===== config.mk =====
export PLATFORM = sky130hd
export DESIGN_NAME = token_grouper
export DESIGN_NICKNAME = d
export VERILOG_FILES = /design/src/rtl/token_grouper.sv
export SDC_FILE = /design/constraint.sdc
export NUM_CORES = 1
export LEC_CHECK = 0
export BUFFER_PORTS_ARGS = -buffer_cell sky130_fd_sc_hd__buf_4
export CAP_MARGIN = 0
export CELL_PAD_IN_SITES_DETAIL_PLACEMENT = 0
export CELL_PAD_IN_SITES_GLOBAL_PLACEMENT = 1
export CORE_ASPECT_RATIO = 0.7
export CORE_MARGIN = 5
export CORE_UTILIZATION = 35
export DETAILED_ROUTE_END_ITERATION = 12
export PLACE_DENSITY = 0.66
export SYNTH_ARGS = -nofsm -noshare
export SYNTH_HDL_FRONTEND = slang
export SYNTH_SLANG_ARGS = --single-unit

===== constraint.sdc =====
create_clock -name clk -period 6.51 [get_ports clk]
set_input_delay 1.6275 -clock clk [delete_from_list [all_inputs] [get_ports clk]]
set_output_delay 1.6275 -clock clk [all_outputs]
set_load 0.01 [all_outputs]

===== src/rtl/token_grouper.sv =====
// Token grouper: walks a DELIM-separated word list in input memory, looks each word up in a
// vocab list, and copies matched (mode=0) or unmatched (mode=1) words to output memory.
module token_grouper #(
  parameter int                    ADDR_WIDTH = 8,
  parameter int                    DATA_WIDTH = 8,
  parameter logic [DATA_WIDTH-1:0] DELIM      = '0
) (
  input  logic                  clk,
  input  logic                  rst_n,
  input  logic                  start,
  input  logic                  mode,
  input  logic [ADDR_WIDTH-1:0] vocab_base,
  input  logic [ADDR_WIDTH-1:0] vocab_end,
  output logic [ADDR_WIDTH-1:0] in_addr,
  input  logic [DATA_WIDTH-1:0] in_data,
  output logic [ADDR_WIDTH-1:0] voc_addr,
  input  logic [DATA_WIDTH-1:0] voc_data,
  output logic [ADDR_WIDTH-1:0] out_addr,
  output logic [DATA_WIDTH-1:0] out_data,
  output logic                  out_we,
  output logic                  busy,
  output logic                  done,
  output logic                  overflow,
  output logic [ADDR_WIDTH-1:0] word_count,
  output logic [ADDR_WIDTH-1:0] match_count
);

  localparam logic [ADDR_WIDTH-1:0] AMAX = '1;

  typedef enum logic [2:0] {IDLE, FETCH, CMP, VSKIP, COPY, TERM, FIN} state_t;

  // start is a level qualifier, not a handshake: it is acted on only in a cycle where the
  // FSM is IDLE; busy rises the next cycle and done pulses once when the pass completes.
  state_t                  state_q, state_d;
  logic                    data_ph_q, data_ph_d;       // 0: address issued, 1: read data valid
  logic                    skip_chk_q, skip_chk_d;     // VSKIP: 0 scanning, 1 testing entry head
  logic                    write_pass_q, write_pass_d; // COPY: 0 measuring, 1 writing
  logic                    do_copy_q, do_copy_d;
  logic                    mode_q, mode_d;
  logic [ADDR_WIDTH-1:0]   vbase_q, vbase_d, vend_q, vend_d;
  logic [ADDR_WIDTH-1:0]   in_ptr_q, in_ptr_d, ia_q, ia_d, va_q, va_d, out_ptr_q, out_ptr_d;
  logic [ADDR_WIDTH-1:0]   wcnt_q, wcnt_d, mcnt_q, mcnt_d;
  logic                    ovf_q, ovf_d;

  logic [DATA_WIDTH-1:0]   ich;
  logic [ADDR_WIDTH-1:0]   next_word;
  logic [ADDR_WIDTH:0]     fit_sum;
  logic                    fits;

  function automatic logic [ADDR_WIDTH-1:0] sat_inc(input logic [ADDR_WIDTH-1:0] v);
    return (v == AMAX) ? v : v + 1'b1;
  endfunction

  // The all-ones input address is never read as data: it always ends the current word/list.
  assign ich       = (ia_q == AMAX) ? DELIM : in_data;
  assign next_word = (ia_q == AMAX) ? AMAX : ia_q + 1'b1;
  // Word of length L at out_ptr needs L chars + DELIM and leaves all-ones for the terminator.
  assign fit_sum   = {1'b0, out_ptr_q} + {1'b0, ia_q - in_ptr_q};
  assign fits      = fit_sum < {1'b0, AMAX};

  always_ff @(posedge clk or negedge rst_n) begin
    if (!rst_n) begin
      state_q      <= IDLE;
      data_ph_q    <= 1'b0;
      skip_chk_q   <= 1'b0;
      write_pass_q <= 1'b0;
      do_copy_q    <= 1'b0;
      mode_q       <= 1'b0;
      vbase_q      <= '0;
      vend_q       <= '0;
      in_ptr_q     <= '0;
      ia_q         <= '0;
      va_q         <= '0;
      out_ptr_q    <= '0;
      wcnt_q       <= '0;
      mcnt_q       <= '0;
      ovf_q        <= 1'b0;
    end else begin
      state_q      <= state_d;
      data_ph_q    <= data_ph_d;
      skip_chk_q   <= skip_chk_d;
      write_pass_q <= write_pass_d;
      do_copy_q    <= do_copy_d;
      mode_q       <= mode_d;
      vbase_q      <= vbase_d;
      vend_q       <= vend_d;
      in_ptr_q     <= in_ptr_d;
      ia_q         <= ia_d;
      va_q         <= va_d;
      out_ptr_q    <= out_ptr_d;
      wcnt_q       <= wcnt_d;
      mcnt_q       <= mcnt_d;
      ovf_q        <= ovf_d;
    end
  end

  always_comb begin
    state_d      = state_q;
    data_ph_d    = data_ph_q;
    skip_chk_d   = skip_chk_q;
    write_pass_d = write_pass_q;
    do_copy_d    = do_copy_q;
    mode_d       = mode_q;
    vbase_d      = vbase_q;
    vend_d       = vend_q;
    in_ptr_d     = in_ptr_q;
    ia_d         = ia_q;
    va_d         = va_q;
    out_ptr_d    = out_ptr_q;
    wcnt_d       = wcnt_q;
    mcnt_d       = mcnt_q;
    ovf_d        = ovf_q;
    out_we       = 1'b0;
    out_data     = '0;

    unique case (state_q)
      IDLE: begin
        if (start) begin
          state_d   = FETCH;
          data_ph_d = 1'b0;
          mode_d    = mode;
          vbase_d   = vocab_base;
          vend_d    = vocab_end;
          in_ptr_d  = '0;
          ia_d      = '0;
          out_ptr_d = '0;
          wcnt_d    = '0;
          mcnt_d    = '0;
          ovf_d     = 1'b0;
        end
      end
      FETCH: begin
        if (!data_ph_q) data_ph_d = 1'b1;
        else if (ich == DELIM) state_d = TERM;
        else begin
          wcnt_d    = sat_inc(wcnt_q);
          va_d      = vbase_q;
          data_ph_d = 1'b0;
          state_d   = CMP;
        end
      end
      CMP: begin
        if (!data_ph_q) data_ph_d = 1'b1;
        else begin
          data_ph_d = 1'b0;
          if (va_q > vend_q || ich != voc_data) begin
            state_d    = VSKIP;
            skip_chk_d = 1'b0;
          end else if (ich == DELIM) begin
            mcnt_d       = sat_inc(mcnt_q);
            do_copy_d    = ~mode_q;
            write_pass_d = 1'b0;
            ia_d         = in_ptr_q;
            state_d      = COPY;
          end else if (va_q == vend_q) begin
            state_d    = VSKIP;
            skip_chk_d = 1'b0;
          end else begin
            ia_d = ia_q + 1'b1;
            va_d = va_q + 1'b1;
          end
        end
      end
      VSKIP: begin
        if (!data_ph_q) data_ph_d = 1'b1;
        else begin
          data_ph_d = 1'b0;
          if ((!skip_chk_q && va_q >= vend_q) || (skip_chk_q && voc_data == DELIM)) begin
            // vocab exhausted: the word is unmatched
            do_copy_d    = mode_q;
            write_pass_d = 1'b0;
            ia_d         = in_ptr_q;
            state_d      = COPY;
          end else if (!skip_chk_q) begin
            va_d = va_q + 1'b1;
            if (voc_data == DELIM) skip_chk_d = 1'b1;
          end else begin
            skip_chk_d = 1'b0;
            ia_d       = in_ptr_q;
            state_d    = CMP;
          end
        end
      end
      COPY: begin
        if (!data_ph_q) data_ph_d = 1'b1;
        else begin
          data_ph_d = 1'b0;
          if (write_pass_q) begin
            out_we    = 1'b1;
            out_data  = ich;
            out_ptr_d = out_ptr_q + 1'b1;
            if (ich == DELIM) begin
              in_ptr_d = next_word;
              ia_d     = next_word;
              state_d  = FETCH;
            end else begin
              ia_d = ia_q + 1'b1;
            end
          end else if (ich != DELIM) begin
            ia_d = ia_q + 1'b1;
          end else if (!do_copy_q) begin
            in_ptr_d = next_word;
            ia_d     = next_word;
            state_d  = FETCH;
          end else if (fits) begin
            write_pass_d = 1'b1;
            ia_d         = in_ptr_q;
          end else begin
            ovf_d   = 1'b1;
            state_d = FIN;
          end
        end
      end
      TERM: begin
        out_we   = 1'b1;
        out_data = DELIM;
        state_d  = FIN;
      end
      FIN:     state_d = IDLE;
      default: state_d = IDLE;
    endcase
  end

  assign in_addr     = ia_q;
  assign voc_addr    = va_q;
  assign out_addr    = out_ptr_q;
  assign busy        = (state_q != IDLE) && (state_q != FIN);
  assign done        = (state_q == FIN);
  assign overflow    = ovf_q;
  assign word_count  = wcnt_q;
  assign match_count = mcnt_q;

endmodule


# Yosys cells after proc, flatten, opt, wreduce, memory -nomap -nowiden
# Cells that the tools add are included.
[word_totals] register_bits=73 out_inout_bits=52 input_bits=36
[classes] n_addsub=7 n_lt_le_gt_ge=3 bitwise=1 n_reduce_logical=33 n_eq_ne=42 muxes=105
[ops] cell="$mux W8" count=42
[ops] cell="$pmux W8 S2" count=4
[ops] cell="$mux W3" count=16
[ops] cell="$add A8 B1 Y8 const B" count=5
[ops] cell="$ne A2 B2 Y1 const B" count=20
[ops] cell="$mux W1" count=34
[ops] cell="$pmux W8 S4" count=1
[ops] cell="$eq A8 B8 Y1 const B" count=3
[ops] cell="$ne A3 B3 Y1 const B" count=8
[ops] cell="$pmux W8 S3" count=1
[ops] cell="$reduce_and A6 Y1" count=4
[ops] cell="$reduce_and A10 Y1" count=2
[ops] cell="$pmux W3 S6" count=1
[ops] cell="$logic_not A8 Y1" count=2
[ops] cell="$reduce_and A7 Y1" count=2
[ops] cell="$reduce_bool A3 Y1" count=4
[ops] cell="$add A8 B8 Y9" count=1
[ops] cell="$eq A3 B3 Y1 const B" count=3
[ops] cell="$lt A9 B8 Y1 const B" count=1
[ops] cell="$reduce_and A9 Y1" count=1
[ops] cell="$eq A8 B8 Y1" count=1
[ops] cell="$ge A8 B8 Y1" count=1
[ops] cell="$gt A8 B8 Y1" count=1
[ops] cell="$ne A4 B4 Y1 const B" count=2
[ops] cell="other kinds (19)" count=31

# Logic depth before layout (Yosys ltp)
[logic_depth] ltp_word=9 ltp_mapped=17 depth_no_buf=17

# Worst setup path after synthesis
# Ideal clock, no wire load.
[synth_path] path_kind="input -> register" start="input port in_data[1]" end="register mcnt_q[4], in the netlist match_count[4]" setup_ns=0.078 cell_stages=8 setup_slack_ns=2.377 arrival_ns=4.055 path_cell_list="or4_1 -> or4_1 -> a21oi_1 -> o211ai_1 -> or3_4 -> buf_6 -> or3_1 -> a21oi_1"
[synth_via] elab_chain_cells=5 elab_cells_between_ends=7 classes_between="3 x eq/ne; 1 x mux; 3 x reduce/logical"
[synth_lines] element="from (decl)" line_no="15" rtl="input logic [DATA_WIDTH-1:0] in_data,"
[synth_lines] element="$mux W8 *" line_no="55" rtl="assign ich = (ia_q == AMAX) ? DELIM : in_data;"
[synth_lines] element="$ne A8 B8 Y1" line_no="146" rtl="if (va_q > vend_q || ich != voc_data) begin"
[synth_lines] element="$logic_or A1 B1 Y1" line_no="146"
[synth_lines] element="$ne A2 B2 Y1 (no line)"
[synth_lines] element="$reduce_and A6 Y1 (no line) *"
[synth_lines] element="to (signal assigned)" line_no="92" rtl="mcnt_q <= mcnt_d;"
[synth_lines] element="to (decl)" line_no="42" rtl="logic [ADDR_WIDTH-1:0] wcnt_q, wcnt_d, mcnt_q, mcnt_d;"
# Mark *: on every way between the ends. The rest lies on a longest branch, timed or not.
# A chain may end at the register's enable or synchronous reset.

# Final worst setup path
[layout_path] start="register state_q[0]" end="output port out_data[1]"
[layout_via] elab_chain_cells=2
[layout_lines] element="from (decl)" line_no="34" rtl="state_t state_q, state_d;"
[layout_lines] element="from (signal assigned)" line_no="79" rtl="state_q <= state_d;"
[layout_lines] element="$eq A3 B3 Y1" line_no="116" rtl="unique case (state_q)"
[layout_lines] element="$mux W8" line_no="116"
[layout_lines] element="to (decl)" line_no="19" rtl="output logic [DATA_WIDTH-1:0] out_data,"
# Every way passes these cells.

==> run metrics <==
status complete, no violations; via count of the first global-routing pass 4988; Clock Pin Slew Worst Setup and Hold Paths 60 ps; worst hold slack 484 ps; period utilization 68.5%; final worst slack 2050 ps; end-of-flow core utilization 43.5%; aggregate global routing overflow 0; sequential-to-total area share from yosys stat 34.4%; global-route wire length before repair 26.7 mm; worst r2r path cells 16; flop-to-flop setup slack 2110 ps; # hold bufs at CTS 0; synth unique cells 72; root buf cell clkbuf_16; syn avg cell area 8.21 sq um; Post-route DRC 0; worst-margin pin slew 991 ps; Final Hold Violating Endpoints 0; Req. time, crit path 4880 ps; Antenna Nets Post-Route 0; Max-cap violations 0; last element of the critical path out_data[1]; Tot GR Track Use 18.6%; H-tree depth 3; Startpoint Class flip-flop; synth warn 0; combinational power share 52.5%; area delta synth->final 21.0%; Final Skew 7.76 ps; core area 14800 sq um; worst vdd ir 166 uV; Critical Path End Type output port; final setup TNS 0 ps; Ports 88; CTS tree done; Pint 0.00152 W; Skew-Pair Late Insertion Delay 340 ps; Seq cells post-synth 73; Nets 786; Worst R2R End in_addr[6]$_DFFE_PN0P_; CTS max path bufs 2; CP Launch Point state_q[0]$_DFFE_PN0P_; crit path time final 4460 ps; Die X 157 um; drt pass-1 iters 5; Post-CTS Setup Inserts 0; ys async rst share 100%; NetSw 0.00125 W; CTS Buf Count 9; Final Max Slew Viols 0; PostCTS Resize Cnt 0; layout cells sized above 1 17.8%; EDFF count, synth 0; DR vias/cell 5.59; Worst EP arrival 2830 ps; Power per Cell Area 431 nW/um^2; dpl hpwl 12.3 mm; Port Buffers 87; Slew headroom 33.9%; Synth Instances 647; Starting DRT DRC Count 398; largest net degree at the start of global routing 74; DIE HEIGHT 113 um; Post-Syn Nets 714; Seq pwr share 28.2%; kind of critical path reg -> out; Clock Power Share 19.3%; static leakage 2.95 nW; setup violators final 0; wire per inst 17.9 um; mapped cell area 5310 sq um; RSZ-0062 raised after global routing false; DP Worst Slack 1830 ps; Hold Crit Class reg -> reg; Core Rows 37; switch share 45.2%; CP Max Fanout 25; r2r startpoint in_addr[0]$_DFFE_PN0P_; clock sinks 73; routability cong. 0.884; top_reg_cell synth dfrtp_1; Die ar. 17800 sq um; FMAX 0.224 GHz; Initial Util 36.0%; Routed WL 16.5 mm; DR vias 5138; initial antenna violation count 0
==> power groups by stage <==
stage / registers [W] / clock network (W) / logic [W]
6_report: 0.000782 / 0.000535 / 0.00146
5_1_grt: 0.000810 / 0.000564 / 0.00164
2_1_floorplan: 0.000709 / 0 / 0.00105
4_1_cts: 0.000780 / 0.000548 / 0.00145
3_3_place_gp: 0.000781 / 0 / 0.00141
3_5_place_dp: 0.000786 / 0 / 0.00144
==> synth_stat cells, types with 6 or more instances <==
library cell | count | area, sq um
inv_1 | 38 | 143
nor2b_1 | 6 | 37.5
o211ai_1 | 6 | 45.0
and2_1 | 6 | 37.5
ha_1 | 29 | 363
and3_1 | 12 | 75.1
nand4_1 | 12 | 75.1
or4_1 | 8 | 60.1
or3_1 | 7 | 43.8
o22ai_1 | 9 | 56.3
dfrtp_1 | 73 | 1830
a21oi_1 | 38 | 190
xor2_1 | 15 | 131
o21ai_0 | 54 | 270
clkbuf_1 | 22 | 82.6
nand2_1 | 101 | 379
a21o_1 | 7 | 52.6
o31ai_1 | 9 | 67.6
xnor2_1 | 11 | 96.3
mux2_2 | 9 | 101
nor3_1 | 9 | 45.0
nand3_1 | 12 | 60.1
a41oi_1 | 6 | 52.6
nor2_1 | 49 | 184
nand2b_1 | 10 | 62.6
==> cell usage in the layout, fill, tap and decap left out, drive strengths merged, types with 10 or more instances in the layout <==
cell type	Yosys	layout
inv	38	39
nand3	12	12
xor2	15	15
buf	8	91
nor2	49	49
nand2b	10	10
dfrtp	73	73
nand2	101	101
nand4	13	13
o21ai	55	55
xnor2	11	11
ha	29	29
a21oi	38	38
and3	12	12
==> stage by stage <==
step	power, W	cells	cell area (sq um)
6_report	0.00277	919	6420
5_1_grt	0.00301	918	6420
4_1_cts	0.00278	918	6420
3_5_place_dp	0.00223	903	6100
3_3_place_gp	0.00219	903	6100
2_1_floorplan	0.00176	647	5310
==> worst max-delay path: stages, from the launching register on <==
cell and delay, ps:
dfrtp_1 650, nor2_1 510, and2_1 440, and3_1 540, and3_1 230, buf_4 120
==> state kept, by name (all words and copies together) (netlist names), 3 cells and up <==
signal and cells:
vend_q 8, vbase_q 8, voc_addr 8, state_q 3, in_ptr_q 8, word_count 8, match_count 8, out_addr 8
in_addr 8
==> area by class of cell <==
| cell class | instances | area [sq um] |
|---|---|---|
| repair buffers | 91 | 683 |
| flip-flops and latches | 73 | 1830 |
| clock inverters | 6 | 92.6 |
| clock buffers | 9 | 225 |
| diodes | 1 | 2.50 |
| inverters | 38 | 143 |
| multi-input cells | 506 | 3210 |
| well taps | 195 | 244 |
| fillers | 1494 | 8340 |
==> logic make-up after synthesis <==
logic type / count (synthesis) / share of synthesized area (%)
simple gates: 253 / 23.1
compound gates: 182 / 22.5
mux: 14 / 2.85
flops: 73 / 34.4
xor+xnor: 26 / 4.29
buf+inv: 68 / 5.18
fa+ha+maj: 31 / 7.59
==> metal layers <==
layer,wire (um),part of all wire (%),vias up,GRT usage (%)
met5,0,0,-,0
met4,126,0.77,0,4.18
met3,1180,7.2,12,4.13
met2,6480,39,185,25.0
met1,8670,53,2448,29.8
li1,-,-,2493,-
==> how the worst min path moves through the flow <==
stage,from,end,slack (ps),cells after the start
after floorplan,vbase_q[2]$_DFFE_PN0P_,vbase_q[2]$_DFFE_PN0P_,440,2
after detailed placement,vbase_q[6]$_DFFE_PN0P_,vbase_q[6]$_DFFE_PN0P_,470,2
after global routing,vbase_q[5]$_DFFE_PN0P_,vbase_q[5]$_DFFE_PN0P_,530,2
final,vbase_q[6]$_DFFE_PN0P_,vbase_q[6]$_DFFE_PN0P_,480,2
after global placement,vbase_q[1]$_DFFE_PN0P_,vbase_q[1]$_DFFE_PN0P_,470,2
after CTS,vbase_q[6]$_DFFE_PN0P_,vbase_q[6]$_DFFE_PN0P_,490,2
(Power assumes the default switching activity.)
